<file path="config.mk">
export PLATFORM = sky130hd
export DESIGN_NAME = sdc_rd_blk_sink
export DESIGN_NICKNAME = d
export VERILOG_FILES = /design/src/rtl/sdc_rd_blk_sink.sv
export SDC_FILE = /design/constraint.sdc
export NUM_CORES = 1
export LEC_CHECK = 0
export ABC_AREA = 1
export BUFFER_PORTS_ARGS = -buffer_cell sky130_fd_sc_hd__buf_2
export CORE_ASPECT_RATIO = 0.7
export CORE_UTILIZATION = 43
export CTS_CLUSTER_SIZE = 30
export DETAILED_ROUTE_END_ITERATION = 6
export PLACE_DENSITY_LB_ADDON = 0.15
export SYNTH_ARGS = -nofsm -noshare
export SYNTH_HDL_FRONTEND = slang
export SYNTH_SLANG_ARGS = --single-unit
</file>
<file path="constraint.sdc">
create_clock -name sdc_clk -period 3.3 [get_ports sdc_clk]
set_input_delay 0.495 -clock sdc_clk [delete_from_list [all_inputs] [get_ports sdc_clk]]
set_output_delay 0.495 -clock sdc_clk [all_outputs]
set_load 0.05 [all_outputs]
</file>
<file path="src/rtl/sdc_rd_blk_sink.sv">
// Sink for the SD single-block read engine: writes each 64-bit word into the data BRAM,
// folds the block payload through CRC16-CCITT and reports pass/fail to the ADMA2 sequencer.
module sdc_rd_blk_sink #(
   parameter int AW  = 9,
   parameter int WPB = 64
) (
   input  logic          sdc_clk,
   input  logic          reset,
   input  logic          blk_strt,
   input  logic [AW-1:0] blk_base_addr,
   input  logic          wrd_rdy_strb,
   input  logic [63:0]   dat_wrd,
   input  logic          crc_rdy_strb,
   input  logic [15:0]   crc_16,
   output logic          bram_we,
   output logic [AW-1:0] bram_addr,
   output logic [63:0]   bram_dat,
   output logic [6:0]    wrd_cnt,
   output logic          blk_done_strb,
   output logic          crc_ok,
   output logic          crc_err,
   output logic          ovr_err
);

   localparam logic [6:0] WPB_C = 7'(WPB);

   typedef enum logic [1:0] {
      S_IDLE,
      S_ARMED,
      S_CRC_RUN,
      S_CHECK
   } state_t;

   state_t        state_q,    state_d;
   logic [AW-1:0] base_q,     base_d;
   logic [6:0]    wrd_cnt_q,  wrd_cnt_d;
   logic [15:0]   crc_q,      crc_d;
   logic [15:0]   crc_rx_q,   crc_rx_d;
   logic          pend_q,     pend_d;
   logic [63:0]   shbuf_q,    shbuf_d;
   logic [2:0]    byte_cnt_q, byte_cnt_d;
   logic          bram_we_q,  bram_we_d;
   logic [AW-1:0] bram_addr_q, bram_addr_d;
   logic [63:0]   bram_dat_q, bram_dat_d;
   logic          crc_ok_q,   crc_ok_d;
   logic          crc_err_q,  crc_err_d;
   logic          ovr_err_q,  ovr_err_d;

   logic          accept;
   logic          blk_good;

   // One CRC16-CCITT step over a whole byte, MSB first, poly 0x1021.
   function automatic logic [15:0] crc16_byte(input logic [15:0] crc, input logic [7:0] b);
      logic [15:0] c;
      c = crc ^ {b, 8'h00};
      for (int i = 0; i < 8; i++) begin
         c = c[15] ? ((c << 1) ^ 16'h1021) : (c << 1);
      end
      return c;
   endfunction

   assign blk_good = (wrd_cnt_q == WPB_C) && (crc_q == crc_rx_q) && !ovr_err_q && !crc_err_q;

   always_comb begin
      // NOTE: every next-state variable takes its held value first, so no path can infer a latch.
      state_d     = state_q;
      base_d      = base_q;
      wrd_cnt_d   = wrd_cnt_q;
      crc_d       = crc_q;
      crc_rx_d    = crc_rx_q;
      pend_d      = pend_q;
      shbuf_d     = shbuf_q;
      byte_cnt_d  = byte_cnt_q;
      bram_we_d   = 1'b0;
      bram_addr_d = bram_addr_q;
      bram_dat_d  = bram_dat_q;
      crc_ok_d    = crc_ok_q;
      crc_err_d   = crc_err_q;
      ovr_err_d   = ovr_err_q;
      accept      = 1'b0;

      if (blk_strt) begin
         // Re-arm from any state; a word strobed in the same cycle is dropped.
         state_d    = S_ARMED;
         base_d     = blk_base_addr;
         wrd_cnt_d  = '0;
         crc_d      = '0;
         pend_d     = 1'b0;
         byte_cnt_d = '0;
         crc_ok_d   = 1'b0;
         crc_err_d  = 1'b0;
         ovr_err_d  = 1'b0;
      end else begin
         unique case (state_q)
            S_IDLE: begin
            end

            S_ARMED: begin
               if (wrd_rdy_strb) begin
                  if (wrd_cnt_q < WPB_C) begin
                     accept      = 1'b1;
                     bram_we_d   = 1'b1;
                     bram_addr_d = base_q + AW'(wrd_cnt_q);
                     bram_dat_d  = dat_wrd;
                     shbuf_d     = dat_wrd;
                     wrd_cnt_d   = wrd_cnt_q + 7'd1;
                     byte_cnt_d  = '0;
                     state_d     = S_CRC_RUN;
                  end else begin
                     crc_err_d = 1'b1;
                  end
               end
               if (crc_rdy_strb) begin
                  crc_rx_d = crc_16;
                  if (accept) begin
                     pend_d = 1'b1;
                  end else begin
                     state_d = S_CHECK;
                  end
               end
            end

            S_CRC_RUN: begin
               crc_d      = crc16_byte(crc_q, shbuf_q[63:56]);
               shbuf_d    = {shbuf_q[55:0], 8'h00};
               byte_cnt_d = byte_cnt_q + 3'd1;
               if (wrd_rdy_strb) begin
                  ovr_err_d = 1'b1;
               end
               if (crc_rdy_strb) begin
                  crc_rx_d = crc_16;
                  pend_d   = 1'b1;
               end
               if (byte_cnt_q == 3'd7) begin
                  state_d = (pend_q || crc_rdy_strb) ? S_CHECK : S_ARMED;
               end
            end

            S_CHECK: begin
               crc_ok_d  = blk_good;
               crc_err_d = !blk_good;
               pend_d    = 1'b0;
               state_d   = S_IDLE;
            end

            default: state_d = S_IDLE;
         endcase
      end
   end

   // NOTE: sequential state uses non-blocking assignments only; reset is synchronous here.
   always_ff @(posedge sdc_clk) begin
      if (reset) begin
         state_q     <= S_IDLE;
         base_q      <= '0;
         wrd_cnt_q   <= '0;
         crc_q       <= '0;
         crc_rx_q    <= '0;
         pend_q      <= 1'b0;
         shbuf_q     <= '0;
         byte_cnt_q  <= '0;
         bram_we_q   <= 1'b0;
         bram_addr_q <= '0;
         bram_dat_q  <= '0;
         crc_ok_q    <= 1'b0;
         crc_err_q   <= 1'b0;
         ovr_err_q   <= 1'b0;
      end else begin
         state_q     <= state_d;
         base_q      <= base_d;
         wrd_cnt_q   <= wrd_cnt_d;
         crc_q       <= crc_d;
         crc_rx_q    <= crc_rx_d;
         pend_q      <= pend_d;
         shbuf_q     <= shbuf_d;
         byte_cnt_q  <= byte_cnt_d;
         bram_we_q   <= bram_we_d;
         bram_addr_q <= bram_addr_d;
         bram_dat_q  <= bram_dat_d;
         crc_ok_q    <= crc_ok_d;
         crc_err_q   <= crc_err_d;
         ovr_err_q   <= ovr_err_d;
      end
   end

   assign bram_we       = bram_we_q;
   assign bram_addr     = bram_addr_q;
   assign bram_dat      = bram_dat_q;
   assign wrd_cnt       = wrd_cnt_q;
   assign blk_done_strb = (state_q == S_CHECK);
   assign crc_ok        = crc_ok_q;
   assign crc_err       = crc_err_q;
   assign ovr_err       = ovr_err_q;

endmodule

</file>
==> impl_table.tex <==
\begin{tabular}{lr}
\hline
Metric & Value \\
\hline
\multicolumn{2}{l}{\textbf{STA}} \\
\quad Final-layout setup total negative slack & 0 ns \\
\quad Setup repair after global routing missed its margin & false \\
\quad Final Cycle Share & a little over two thirds \\
\quad Slew HR & a little under three fifths \\
\quad Minimum period implied by the final worst setup slack & $\sim$2.3 ns \\
\quad Fin. Hold Viols & 0 \\
\quad Max Clock Freq & about 430 MHz \\
\quad Final setup violating endpoints & 0 \\
\quad Worst clock skew on the final layout & just over 0.009 ns \\
\quad Slew of the pin with the lowest slew margin & 0.665 ns \\
\quad Final Max Tran Viols & 0 \\
\quad Setup WS post-layout & roughly 0.99 ns \\
\quad Min Hold Slack & 0.290 ns \\
\multicolumn{2}{l}{\textbf{Cells and area}} \\
\quad FILL cells & around 2000 \\
\quad Final core utilization & a little over half \\
\quad Total non-filler cell area in the finished layout & slightly above 0.01 mm2 \\
\quad Synthesis-to-layout area growth & 18.4\% \\
\quad Antenna diode count & 0 \\
\quad Layout cell share with drive strength beyond 1 & 17.5\% \\
\quad Final nets & 1448 \\
\quad Layout Cells excl Fill & roughly 1600 \\
\multicolumn{2}{l}{\textbf{Clock network}} \\
\quad Maximum level of the CTS H-tree & 4 \\
\quad Root Buffer & clkbuf\_16 \\
\quad Clock buffer count from CTS & 17 \\
\quad Post-CTS setup repair buffer count & 0 \\
\quad Clk slew on worst S/H paths & $\sim$0.07 ns \\
\quad CTS tree & built \\
\quad Worst-skew pair later-pin latency & 0.44 ns \\
\quad Buffers from clock root to sink, at most & 2 \\
\quad Number of gates given a new drive strength after cts & 0 \\
\quad Total of hold buffers inserted after clock tree synthesis & 0 \\
\quad Sink count of the clock tree & approximately 200 \\
\multicolumn{2}{l}{\textbf{Synth}} \\
\quad Total standard cell area after synthesis & around 0.0086 mm2 \\
\quad Arithmetic-cell share of the synthesized area counting full adders, half adders and majority gates & under 10\% \\
\quad Synth async-reset ratio & 0\% \\
\quad Top cell type's share of synthesized area & a little under half \\
\quad Leading cell types by total area after synthesis & dfxtp\_1, o21ai\_0, nand2\_1 \\
\quad Dominant combinational cell family by area after synthesis & simple AND/OR/NAND/NOR gates \\
\quad Number of enable flip-flop cells after synthesis & 0 \\
\quad Count of cell types in the netlist & 34 \\
\quad Mean area per synthesized cell & between 7 and 8 um2 \\
\quad Post-synth net total & approximately 1300 \\
\quad Synthesized instance count & about 1200 \\
\quad Share of the synthesized netlist area taken by xor and xnor gates & under 10\% \\
\quad Number of synthesized register bits & around 200 \\
\quad Proportion of synthesized area in mux cells & 0\% \\
\quad Most common library cells after synthesis & dfxtp\_1, nand2\_1, nor2\_1 \\
\quad YS warnings & 0 \\
\quad Most instantiated flip-flop cell in the synthesis netlist & dfxtp\_1 \\
\quad Top-count cell post-synth & dfxtp\_1 \\
\quad Sequential-to-total area share from yosys stat & a little under half \\
\quad Area fraction in compound gates after synthesis & 19.6\% \\
\quad Leading area contributor after synthesis & dfxtp\_1 \\
\quad Post-synthesis simple-gate area fraction & 21.1\% \\
\multicolumn{2}{l}{\textbf{Run status}} \\
\quad Run status & finished, final reports clean \\
\multicolumn{2}{l}{\textbf{Worst setup path}} \\
\quad R2r endpoint & shbuf\_q[56] \\
\quad CP startpoint kind & register \\
\quad Startpoint of the most critical register-to-register path & state\_q[0] \\
\quad Kind of end point of the critical path & register \\
\quad Required arrival time at the worst endpoint & around 3.6 ns \\
\quad Arrival time at the worst endpoint & 2.63 ns \\
\quad WS Path Type & reg -> reg \\
\quad Number of cells traversed by the worst register-to-register path & 9 \\
\quad Internal reg-to-reg setup slack & about 0.99 ns \\
\quad Highest fanout seen on the critical path & 45 \\
\multicolumn{2}{l}{\textbf{Placement}} \\
\quad DP HPWL & between 15000 and 20000 um \\
\quad Placed Cells incl. Taps & $\sim$1600 \\
\quad Worst-case setup slack after placement & between 0.9 and 1 ns \\
\quad Instance area after placement & around 0.0096 mm2 \\
\quad Final estimated routing congestion in global placement & 0.821 \\
\quad Port Buffers & between 150 and 200 \\
\multicolumn{2}{l}{\textbf{Route}} \\
\quad Routed len/inst & approximately 14 um \\
\quad Post-DRT Antenna Nets & 0 \\
\quad Drt drc & 0 \\
\quad Iteration-0 DRC count of the detailed router & approximately 790 \\
\quad First-pass detailed-route iteration total & 5 \\
\quad Number of vias per cell & roughly 4.9 \\
\quad Total via count after detailed routing & 7920 \\
\quad Drt total wl & between 20000 and 25000 um \\
\multicolumn{2}{l}{\textbf{Power}} \\
\quad Worst vdd ir & $\sim$0.37 mV \\
\quad Power density cells & 557 mW/mm2 \\
\quad Leak & around 4.7 nW \\
\quad PnR Total Power & between 5 and 6 mW \\
\multicolumn{2}{l}{\textbf{Floorplan}} \\
\quad Die extent in x & between 150 and 200 um \\
\quad Number of top-level pins & 179 \\
\quad Floorplan die height & roughly 120 um \\
\quad Number of standard-cell rows in the floorplan & 42 \\
\quad Standard cell core area & about 0.019 mm2 \\
\quad Die area & 0.0206 mm2 \\
\quad Effective utilization at floorplan & 44.7\% \\
\multicolumn{2}{l}{\textbf{Flow run}} \\
\quad Maximum capacitance violations & 0 \\
\multicolumn{2}{l}{\textbf{Global routing}} \\
\quad Global-route congestion overflow total & 0 \\
\quad First-pass GRT wire length & 36000 um \\
\quad Overall track demand over capacity in global routing & between 20 and 25\% \\
\quad Largest net degree at the start of global routing & between 80 and 90 \\
\quad Number of antenna violations at the first check in global routing & 0 \\
\quad Via count of the first global-routing pass & between 6000 and 7000 \\
\multicolumn{2}{l}{\textbf{Min path}} \\
\quad Class of the tightest hold or removal check & in -> reg \\
\quad Worst Hold End & base\_q[1] \\
\quad Start point of the worst min-delay path & blk\_base\_addr[1] \\
\quad Cell count of the worst hold path & 3 \\
\hline
\end{tabular}
==> logic make-up after synthesis <==
logic type | count (synthesis)
AND/OR/NAND/NOR | 449
buffers and inverters | 202
flip-flops | 195
adder cells (fa/ha/maj) | 16
XOR/XNOR | 15
AO/OA/AOI/OAI | 325
==> cell type report <==
class | count | area (um2) | area share (%)
clock buffer | 17 | 425 | 4.17
clock inverter | 15 | 194 | 1.90
inverter | 132 | 499 | 4.89
multi-input combinational | 805 | 3850 | 37.8
sequential | 195 | 3900 | 38.3
tap | 264 | 330 | 3.24
timing repair buffer | 187 | 996 | 9.76
==> cells in the final DEF (no fill, tap or decap), types with 4 or more instances in the layout <==
| master | count |
|---|---|
| clkbuf_16 | 17 |
| nand2_1 | 193 |
| nor2_1 | 188 |
| nand2_4 | 4 |
| a31oi_1 | 4 |
| xnor2_1 | 9 |
| o21ai_1 | 22 |
| a21oi_1 | 100 |
| ha_1 | 14 |
| dfxtp_1 | 195 |
| xor2_1 | 6 |
| buf_2 | 178 |
| clkinvlp_4 | 4 |
| inv_2 | 5 |
| o211a_1 | 8 |
| o21ai_0 | 186 |
| inv_1 | 125 |
| nand3_1 | 52 |
| buf_4 | 6 |
==> flip-flops by register name, summed over array words and instances (netlist names), 2 cells and up <==
name,count
byte_cnt_q,3
state_q,2
bram_addr,9
shbuf_q,64
crc_rx_q,16
base_q,9
bram_dat,64
crc_q,16
wrd_cnt,7
==> where the power goes <==
group	total, mW	leakage (nW)	internal, mW	switching [mW]
registers	2.59	1.59	2.50	0.0915
logic	0.896	2.81	0.273	0.623
clock network	2.19	0.292	1.22	0.979
total	5.68	4.69	3.99	1.69
==> critical path: stages (launching register included) <==
cell	delay, ns
dfxtp_1	0.35
inv_1	0.14
ha_4	0.44
nand2_1	0.16
nand2_4	0.13
nand2_4	0.05
inv_2	0.37
buf_12	0.28
nand3_1	0.11
o211a_1	0.12
==> worst max path at each step <==
| stage | start | end | cells past startpoint | slack (ns) |
|---|---|---|---|---|
| 2_1_floorplan | wrd_cnt[0] | bram_addr[4] | 7 | 1.51 |
| 3_3_place_gp | state_q[0] | shbuf_q[56] | 9 | 1.08 |
| 3_5_place_dp | wrd_rdy_strb | bram_dat[17] | 10 | 0.99 |
| 4_1_cts | state_q[0] | shbuf_q[57] | 9 | 1.01 |
| 5_1_grt | state_q[1] | bram_dat[35] | 9 | 0.72 |
| 6_report | state_q[0] | shbuf_q[56] | 9 | 0.99 |
==> per-layer routing <==
layer  global-route usage (%)  routed length [um]  up-vias  share of wire [%]
li1                         -                   -     4135                  -
met1                     34.7               12100     3545                 54
met2                     30.7                8780      226                 39
met3                     4.29                1400       14                6.2
met4                     5.86                 187        0               0.83
met5                        0                   0        -                  0
(Power assumes the default switching activity.)
